--- src/rtl/lcd_pkg.sv ---
// lcd_pkg: shared definitions for the LCD controller responder.
//   - DDRAM geometry (DDRAM_DEPTH, LINE2_BASE, AC_MAX) and the blank character
//   - instruction class masks (highest set bit of the instruction byte)
//   - FSM state encoding
//   - helpers: cmd_class() and ac_step()
package lcd_pkg;

    localparam int unsigned DDRAM_DEPTH = 80;
    localparam logic [6:0]  LINE2_BASE  = 7'h28;
    localparam logic [6:0]  AC_MAX      = 7'(DDRAM_DEPTH - 1);
    localparam logic [7:0]  BLANK_CHAR  = 8'h20;

    localparam logic [7:0] CMD_NOP     = 8'h00;
    localparam logic [7:0] CMD_CLEAR   = 8'h01;
    localparam logic [7:0] CMD_HOME    = 8'h02;
    localparam logic [7:0] CMD_ENTRY   = 8'h04;
    localparam logic [7:0] CMD_DISPLAY = 8'h08;
    localparam logic [7:0] CMD_SHIFT   = 8'h10;
    localparam logic [7:0] CMD_FUNC    = 8'h20;
    localparam logic [7:0] CMD_CGRAM   = 8'h40;
    localparam logic [7:0] CMD_DDRAM   = 8'h80;

    typedef enum logic [1:0] {
        ST_IDLE  = 2'd0,
        ST_CLEAR = 2'd1,
        ST_BUSY  = 2'd2
    } lcd_state_t;

    // One-hot mask of the highest set bit; CMD_NOP for a zero byte.
    function automatic logic [7:0] cmd_class(input logic [7:0] d);
        logic [7:0] m;
        m = '0;
        for (int unsigned i = 0; i < 8; i++) begin
            if (d[i]) m = 8'h01 << i;
        end
        return m;
    endfunction

    // Address counter step with wrap over the 80-byte DDRAM.
    function automatic logic [6:0] ac_step(input logic [6:0] a, input logic inc);
        if (inc) return (a >= AC_MAX) ? 7'h00 : a + 7'd1;
        else     return (a == 7'h00)  ? AC_MAX : a - 7'd1;
    endfunction

endpackage

--- src/rtl/lcd_ddram.sv ---
// lcd_ddram: 80x8 display data RAM.
//   clk       in   clock (rising edge)
//   we        in   write enable for the main port
//   addr      in   main port address (write and combinational read)
//   wdata     in   main port write data
//   rdata     out  main port read data, 0 for out-of-range addresses
//   dbg_addr  in   debug read address
//   dbg_char  out  mem[dbg_addr], registered (one-cycle latency)
// Contents are intentionally not reset.
module lcd_ddram
    import lcd_pkg::*;
(
    input  logic       clk,
    input  logic       we,
    input  logic [6:0] addr,
    input  logic [7:0] wdata,
    output logic [7:0] rdata,
    input  logic [6:0] dbg_addr,
    output logic [7:0] dbg_char
);

    logic [7:0] mem [DDRAM_DEPTH];

    always_ff @(posedge clk) begin
        if (we && (addr < 7'(DDRAM_DEPTH))) mem[addr] <= wdata;
        dbg_char <= (dbg_addr < 7'(DDRAM_DEPTH)) ? mem[dbg_addr] : '0;
    end

    always_comb begin
        rdata = '0;
        if (addr < 7'(DDRAM_DEPTH)) rdata = mem[addr];
    end

endmodule

--- src/rtl/lcd_resp.sv ---
// lcd_resp: HD44780-style LCD responder model.
// Observes the controller bus (lcd_rs/lcd_rw/lcd_en/lcd_data_in), commits a
// transfer on each lcd_en falling edge, and maintains DDRAM, the address
// counter, the latched instruction fields and the busy flag.
// Ports:
//   lcdclk, resetn (async, active-low)
//   lcd_rs, lcd_rw, lcd_en, lcd_data_in      bus from controller
//   lcd_data_out, lcd_data_oe                read data / drive enable (registered)
//   dbg_addr, dbg_char                       debug DDRAM read, 1-cycle latency
//   busy, ac                                 busy flag, address counter
//   disp_on .. func_2line                    latched instruction fields
//   err_busy, err_addr                       sticky error flags
// Optional feature: define LCD_RESP_READ_EN to enable status/data reads;
// otherwise read outputs stay 0 and rw=1 transfers are ignored.
module lcd_resp
    import lcd_pkg::*;
#(
    parameter int unsigned BUSY_CYCLES  = 37,
    parameter int unsigned CLEAR_CYCLES = 152
) (
    input  logic       lcdclk,
    input  logic       resetn,
    input  logic       lcd_rs,
    input  logic       lcd_rw,
    input  logic       lcd_en,
    input  logic [7:0] lcd_data_in,
    output logic [7:0] lcd_data_out,
    output logic       lcd_data_oe,
    input  logic [6:0] dbg_addr,
    output logic [7:0] dbg_char,
    output logic       busy,
    output logic [6:0] ac,
    output logic       disp_on,
    output logic       cursor_on,
    output logic       blink_on,
    output logic       entry_id,
    output logic       entry_s,
    output logic       func_8bit,
    output logic       func_2line,
    output logic       err_busy,
    output logic       err_addr
);

    localparam logic [15:0] BUSY_LOAD  = 16'(BUSY_CYCLES - 1);
    localparam logic [15:0] CLEAR_LOAD = 16'(CLEAR_CYCLES - 1);

`ifdef LCD_RESP_READ_EN
    localparam logic READ_ON = 1'b1;
`else
    localparam logic READ_ON = 1'b0;
`endif

    lcd_state_t  state;
    logic [15:0] cnt;
    logic [6:0]  fill_idx;
    logic        cgram_sel;
    logic        en_q;
    logic        fall;
    logic        wr_cmd, wr_data, rd_data;
    logic [7:0]  cls;
    logic        fill_we;
    logic        mem_we;
    logic [6:0]  mem_addr;
    logic [7:0]  mem_wdata;
    logic [7:0]  mem_rdata;

    always_comb begin
        fall    = en_q & ~lcd_en;
        wr_cmd  = fall & ~lcd_rs & ~lcd_rw;
        wr_data = fall &  lcd_rs & ~lcd_rw;
        rd_data = fall &  lcd_rs &  lcd_rw & READ_ON;
        cls     = cmd_class(lcd_data_in);
    end

    // The clear fill owns the RAM port; no bus write can be accepted then.
    always_comb begin
        fill_we   = (state == ST_CLEAR) && (fill_idx < 7'(DDRAM_DEPTH));
        mem_we    = fill_we | ((state == ST_IDLE) & wr_data & ~cgram_sel);
        mem_addr  = fill_we ? fill_idx   : ac;
        mem_wdata = fill_we ? BLANK_CHAR : lcd_data_in;
    end

    lcd_ddram u_ddram (
        .clk      (lcdclk),
        .we       (mem_we),
        .addr     (mem_addr),
        .wdata    (mem_wdata),
        .rdata    (mem_rdata),
        .dbg_addr (dbg_addr),
        .dbg_char (dbg_char)
    );

    always_ff @(posedge lcdclk or negedge resetn) begin
        if (!resetn) begin
            en_q <= 1'b0;
        end else begin
            en_q <= lcd_en;
        end
    end

    always_ff @(posedge lcdclk or negedge resetn) begin
        if (!resetn) begin
            state      <= ST_IDLE;
            busy       <= 1'b0;
            cnt        <= '0;
            fill_idx   <= '0;
            ac         <= '0;
            cgram_sel  <= 1'b0;
            disp_on    <= 1'b0;
            cursor_on  <= 1'b0;
            blink_on   <= 1'b0;
            entry_id   <= 1'b1;
            entry_s    <= 1'b0;
            func_8bit  <= 1'b1;
            func_2line <= 1'b0;
            err_busy   <= 1'b0;
            err_addr   <= 1'b0;
        end else begin
            // Busy is judged on the registered state, so a commit landing on
            // the final busy cycle is still rejected.
            if ((state != ST_IDLE) && (wr_cmd || wr_data || rd_data)) err_busy <= 1'b1;

            case (state)
                ST_IDLE: begin
                    if (wr_cmd) begin
                        case (cls)
                            CMD_CLEAR: begin
                                state    <= ST_CLEAR;
                                busy     <= 1'b1;
                                cnt      <= CLEAR_LOAD;
                                fill_idx <= '0;
                                ac       <= '0;
                                entry_id <= 1'b1;
                            end
                            CMD_HOME: ac <= '0;
                            CMD_ENTRY: begin
                                entry_id <= lcd_data_in[1];
                                entry_s  <= lcd_data_in[0];
                            end
                            CMD_DISPLAY: begin
                                disp_on   <= lcd_data_in[2];
                                cursor_on <= lcd_data_in[1];
                                blink_on  <= lcd_data_in[0];
                            end
                            CMD_SHIFT: begin
                                if (!lcd_data_in[3]) ac <= ac_step(ac, lcd_data_in[2]);
                            end
                            CMD_FUNC: begin
                                func_8bit  <= lcd_data_in[4];
                                func_2line <= lcd_data_in[3];
                            end
                            CMD_CGRAM: cgram_sel <= 1'b1;
                            CMD_DDRAM: begin
                                cgram_sel <= 1'b0;
                                if (lcd_data_in[6:0] <= AC_MAX) begin
                                    ac <= lcd_data_in[6:0];
                                end else begin
                                    ac       <= '0;
                                    err_addr <= 1'b1;
                                end
                            end
                            default: ;
                        endcase
                        if ((cls != CMD_NOP) && (cls != CMD_CLEAR)) begin
                            state <= ST_BUSY;
                            busy  <= 1'b1;
                            cnt   <= BUSY_LOAD;
                        end
                    end else if (wr_data) begin
                        if (!cgram_sel) ac <= ac_step(ac, entry_id);
                        state <= ST_BUSY;
                        busy  <= 1'b1;
                        cnt   <= BUSY_LOAD;
                    end else if (rd_data) begin
                        ac <= ac_step(ac, entry_id);
                    end
                end
                default: begin
                    if (fill_we) fill_idx <= fill_idx + 7'd1;
                    if (cnt == '0) begin
                        state <= ST_IDLE;
                        busy  <= 1'b0;
                    end else begin
                        cnt <= cnt - 16'd1;
                    end
                end
            endcase
        end
    end

`ifdef LCD_RESP_READ_EN
    always_ff @(posedge lcdclk or negedge resetn) begin
        if (!resetn) begin
            lcd_data_oe  <= 1'b0;
            lcd_data_out <= '0;
        end else begin
            lcd_data_oe  <= lcd_en & lcd_rw;
            if (lcd_en && lcd_rw) lcd_data_out <= lcd_rs ? mem_rdata : {busy, ac};
            else                  lcd_data_out <= '0;
        end
    end
`else
    logic unused_rdata;
    assign unused_rdata = ^mem_rdata;

    always_comb begin
        lcd_data_oe  = 1'b0;
        lcd_data_out = '0;
    end
`endif

endmodule

--- config.mk ---
export PLATFORM = sky130hd
export DESIGN_NAME = lcd_resp
export DESIGN_NICKNAME = d
export VERILOG_FILES = /design/src/rtl/lcd_pkg.sv /design/src/rtl/lcd_ddram.sv /design/src/rtl/lcd_resp.sv
export SDC_FILE = /design/constraint.sdc
export NUM_CORES = 1
export LEC_CHECK = 0
export ABC_AREA = 1
export CORE_MARGIN = 2
export CORE_UTILIZATION = 60
export CTS_CLUSTER_DIAMETER = 120
export DETAILED_ROUTE_END_ITERATION = 7
export PLACE_DENSITY = 0.77
export SETUP_SLACK_MARGIN = 0.02
export SKIP_LAST_GASP = 1
export SYNTH_ARGS = -nofsm -noshare
export SYNTH_HDL_FRONTEND = slang
export SYNTH_SLANG_ARGS = --single-unit
--- constraint.sdc ---
create_clock -name lcdclk -period 9.2 [get_ports lcdclk]
set_clock_uncertainty 0.2 [all_clocks]
set_input_delay 2.3 -clock lcdclk [delete_from_list [all_inputs] [get_ports lcdclk]]
set_output_delay 2.3 -clock lcdclk [all_outputs]
set_load 0.01 [all_outputs]
==> summary.txt <==
Pwr
  – Peak supply drop: about 0.00016 V
  – Logic pwr share: 12.1%
  – PD cells: between 200 and 250 nW/µm²
  – Internal power: 5.315 mW
  – Sequential power share: 49.8%
  – P_sw: 1.839 mW
  – Switching Fraction: 25.70%
  – Leak: 12.42 nW
  – Clock share of power: about two fifths

Flow run
  – Maxcap violations: 0

Global route
  – Pin count of the biggest net entering global routing: 187
  – First-pass GRT wire length: approximately 110 mm
  – Vias in the first global route: between 20000 and 25000
  – All-Layer GR Usage: 29.23%
  – Initial antenna violation count: 0
  – Gr ovfl total: 0

Worst setup path
  – Top Family by Delay on Critical Path: buffers and inverters
  – Reg2reg end: u_ddram.mem[78][6]$_DFFE_PP_
  – CP startpoint kind: primary input
  – Arrival @ worst endpoint: between 5 and 6 ns
  – Crit path kind: primary input to register
  – Worst setup EP type: register
  – Crit Path Max Fanout: between 150 and 200
  – Crit-path cells: buf_8 > inv_8 > buf_4 > nand2_1 > nand3_1 > nand3_1 > nand2_1 > nand2_1 > nand3_1 > nand2_1 > nor2_1 > nor2_1 > nor2_1
  – Buf+Inv Stages, Crit Path: 3
  – Peak per-stage delay on the critical path: 0.85 ns
  – Crit path top cell by count: nand2_1
  – Register-to-Register Setup Slack: 5.30 ns
  – CP Data Required Time: 9.56 ns
  – Reg-to-reg critical path startpoint: state[0]$_DFFE_PN0P_
  – R2r worst-path depth: 7
  – Slowest CP cell: buf_4

Placed design
  – Port bufs: 44
  – GPL Wtd Cong: slightly below 0.9
  – Post-DP HPWL: just over 40 mm
  – Placed cell count: roughly 3400

Routing
  – Vias per std cell: around 6
  – DRC: 0
  – Drt pass-1 iters: 6
  – Vias: 21070
  – Final ANT Viol Nets: 0
  – WL/cell: 20.68 µm
  – DRT Wirelength: 73.56 mm
  – Iteration-0 DRC Markers: around 2600

Clock network
  – CTS tree: built
  – Post-CTS Resized: 0
  – Total CTS buffers: 70
  – Clock-pin slew on the worst setup and hold paths: about 0.060 ns
  – Worst-case clock buffer depth: 3
  – Post-CTS Setup Bufs: 0
  – CTS root buffer: clkbuf_16
  – Post-CTS Hold Buffers: 0
  – Clk_lat worst skew: 0.60 ns
  – Clock Sinks: 692
  – CTS H-tree depth: 3

Floorplanning
  – Die Area: 51520 µm²
  – IO Pins: 54
  – Die H: 227.0 µm
  – Starting Density: 60.82%
  – Floorplan Core Area: around 49000 µm²
  – Die width: 227.0 µm
  – Rows: slightly above 80

Timing
  – Max Slew Vio Count: 0
  – Fin crit share: around three fifths
  – Worst slew margin: 20.29%
  – Slew @ Worst Pin: 1.196 ns
  – Final hold violation count: 0
  – Tmin final: 5.442 ns
  – Fmax: 0.1838 GHz
  – Setup violators final: 0
  – Final setup TNS: 0 ns
  – RSZ-0062 raised after global routing: false

Min path
  – Hold Startpoint: err_busy$_DFFE_PN0P_
  – Hold path cells: 1
  – Hold EP: err_busy$_DFFE_PN0P_
  – Class of the worst hold path: register to register

Status
  – Outcome: completed

Synthesis
  – Ys flop type: edfxtp_1
  – Library cells used by synthesis: 40
  – #FFs+latches synth: 692
  – Register area share after synthesis: a little under 70%
  – Synth Instances: 2855
  – Syn Area/Cell: roughly 10 µm²
  – EDFF count, synth: 640
  – Mapped cell area: 29830 µm²
  – Yosys Warn Count: 0
  – Async set-reset flop share out of synthesis: 6.358%

Layout
  – P&R area growth vs syn: 9.960%
  – Fill cell count: 3669
  – Fin util: 66.88%
  – Non-Filler Instances: 3557
  – Fin nets: ~2900
  – Layout cell share with drive strength beyond 1: 5.047%
  – Diode count: 0
power by group through the flow:
stage	Clock (mW)	Sequential [mW]	Combinational (mW)
2_1_floorplan	0	3.61	0.584
3_3_place_gp	0	3.62	0.827
4_1_cts	2.74	3.56	0.856
5_1_grt	2.86	3.57	0.966
3_5_place_dp	0	3.62	0.847
6_report	2.72	3.56	0.868
through the flow:
stage | setup WS, ns | total power, mW | hold slack (ns) | cell area, µm²
after floorplan | 4.004 | 4.198 | 0.2863 | 29860
after global placement | 3.382 | 4.450 | 0.2604 | 30640
after CTS | 3.949 | 7.158 | 0.2788 | 32810
after detailed placement | 3.296 | 4.471 | 0.2620 | 30640
final | 3.758 | 7.154 | 0.2734 | 32810
after global routing | 3.600 | 7.389 | 0.2889 | 32810
worst max path at each step:
stage	slack (ns)	start	end	cells past startpoint
CTS	3.95	dbg_addr[1]	u_ddram.dbg_char[4]$_SDFF_PP0_	12
detailed placement	3.30	dbg_addr[1]	u_ddram.dbg_char[4]$_SDFF_PP0_	12
global placement	3.38	dbg_addr[0]	u_ddram.dbg_char[4]$_SDFF_PP0_	13
global route	3.60	dbg_addr[0]	u_ddram.dbg_char[4]$_SDFF_PP0_	13
finish	3.76	dbg_addr[0]	u_ddram.dbg_char[4]$_SDFF_PP0_	13
floorplan	4.00	lcd_data_in[2]	u_ddram.mem[0][2]$_DFFE_PP_	3
layout by cell type, fill, tap and decap left out, types with 13 or more instances in the layout:
cell type	n
a21oi_1	18
buf_4	17
clkbuf_1	16
clkbuf_16	71
clkdlybuf4s50_1	40
clkinv_1	19
dfrtp_1	42
edfxtp_1	640
inv_1	185
nand2_1	826
nand3_1	400
nand4_1	13
nor2_1	325
o211ai_1	26
o21ai_0	122
cell type report:
| cell class | instances | area [µm²] | share of cell area, % |
|---|---|---|---|
| Clock buffer | 88 | 1851 | 5.641 |
| Clock inverter | 35 | 312.8 | 0.9535 |
| Inverter | 191 | 726.9 | 2.216 |
| Multi-Input combinational cell | 1826 | 8030 | 24.48 |
| Sequential cell | 692 | 20480 | 62.43 |
| Tap cell | 664 | 830.8 | 2.532 |
| Timing Repair Buffer | 61 | 573.1 | 1.747 |
per-layer routing:
layer | up-vias | global-route usage (%) | part of all wire (%)
met1 | 10010 | 41.06 | 39
met3 | 170 | 4.517 | 9.9
met4 | 0 | 13.18 | 3.6
li1 | 9637 | - | -
met5 | - | 0 | 0
met2 | 1245 | 45.81 | 47
synthesized netlist by cell type (all sizes together) (9+ instances only):
cell type | instances | area (µm²)
nand2 | 835 | 3154
edfxtp | 640 | 19220
nand3 | 402 | 2022
nor2 | 335 | 1270
inv | 188 | 705.7
o21ai | 130 | 658.1
buf | 86 | 435.4
clkbuf | 68 | 255.2
dfrtp | 42 | 1051
o211ai | 26 | 195.2
a21oi | 20 | 115.1
nand4 | 13 | 81.33
xor2 | 9 | 78.83
cell families (layout without fill, tap and decap cells):
| logic type | count (synthesis) | in the layout | share of synthesized area, % |
|---|---|---|---|
| other | 1 | 9 | 0.01257 |
| adders and majority gates | 5 | 5 | 0.2097 |
| and+or+nand+nor | 1596 | 1596 | 22.08 |
| buffers and inverters | 345 | 375 | 4.718 |
| xor gates and xnor gates | 14 | 14 | 0.4110 |
| AOI/OAI and AO/OA | 202 | 202 | 3.917 |
| DFF | 692 | 692 | 68.65 |
registers in the layout, indices dropped and copies added, names as in the netlist, 2 cells and up:
signal and flops:
ac 7, cnt 16, fill_idx 7, state 2, u_ddram.dbg_char 8, u_ddram.mem 640
No activity file was read; power rests on OpenSTA's default activity.
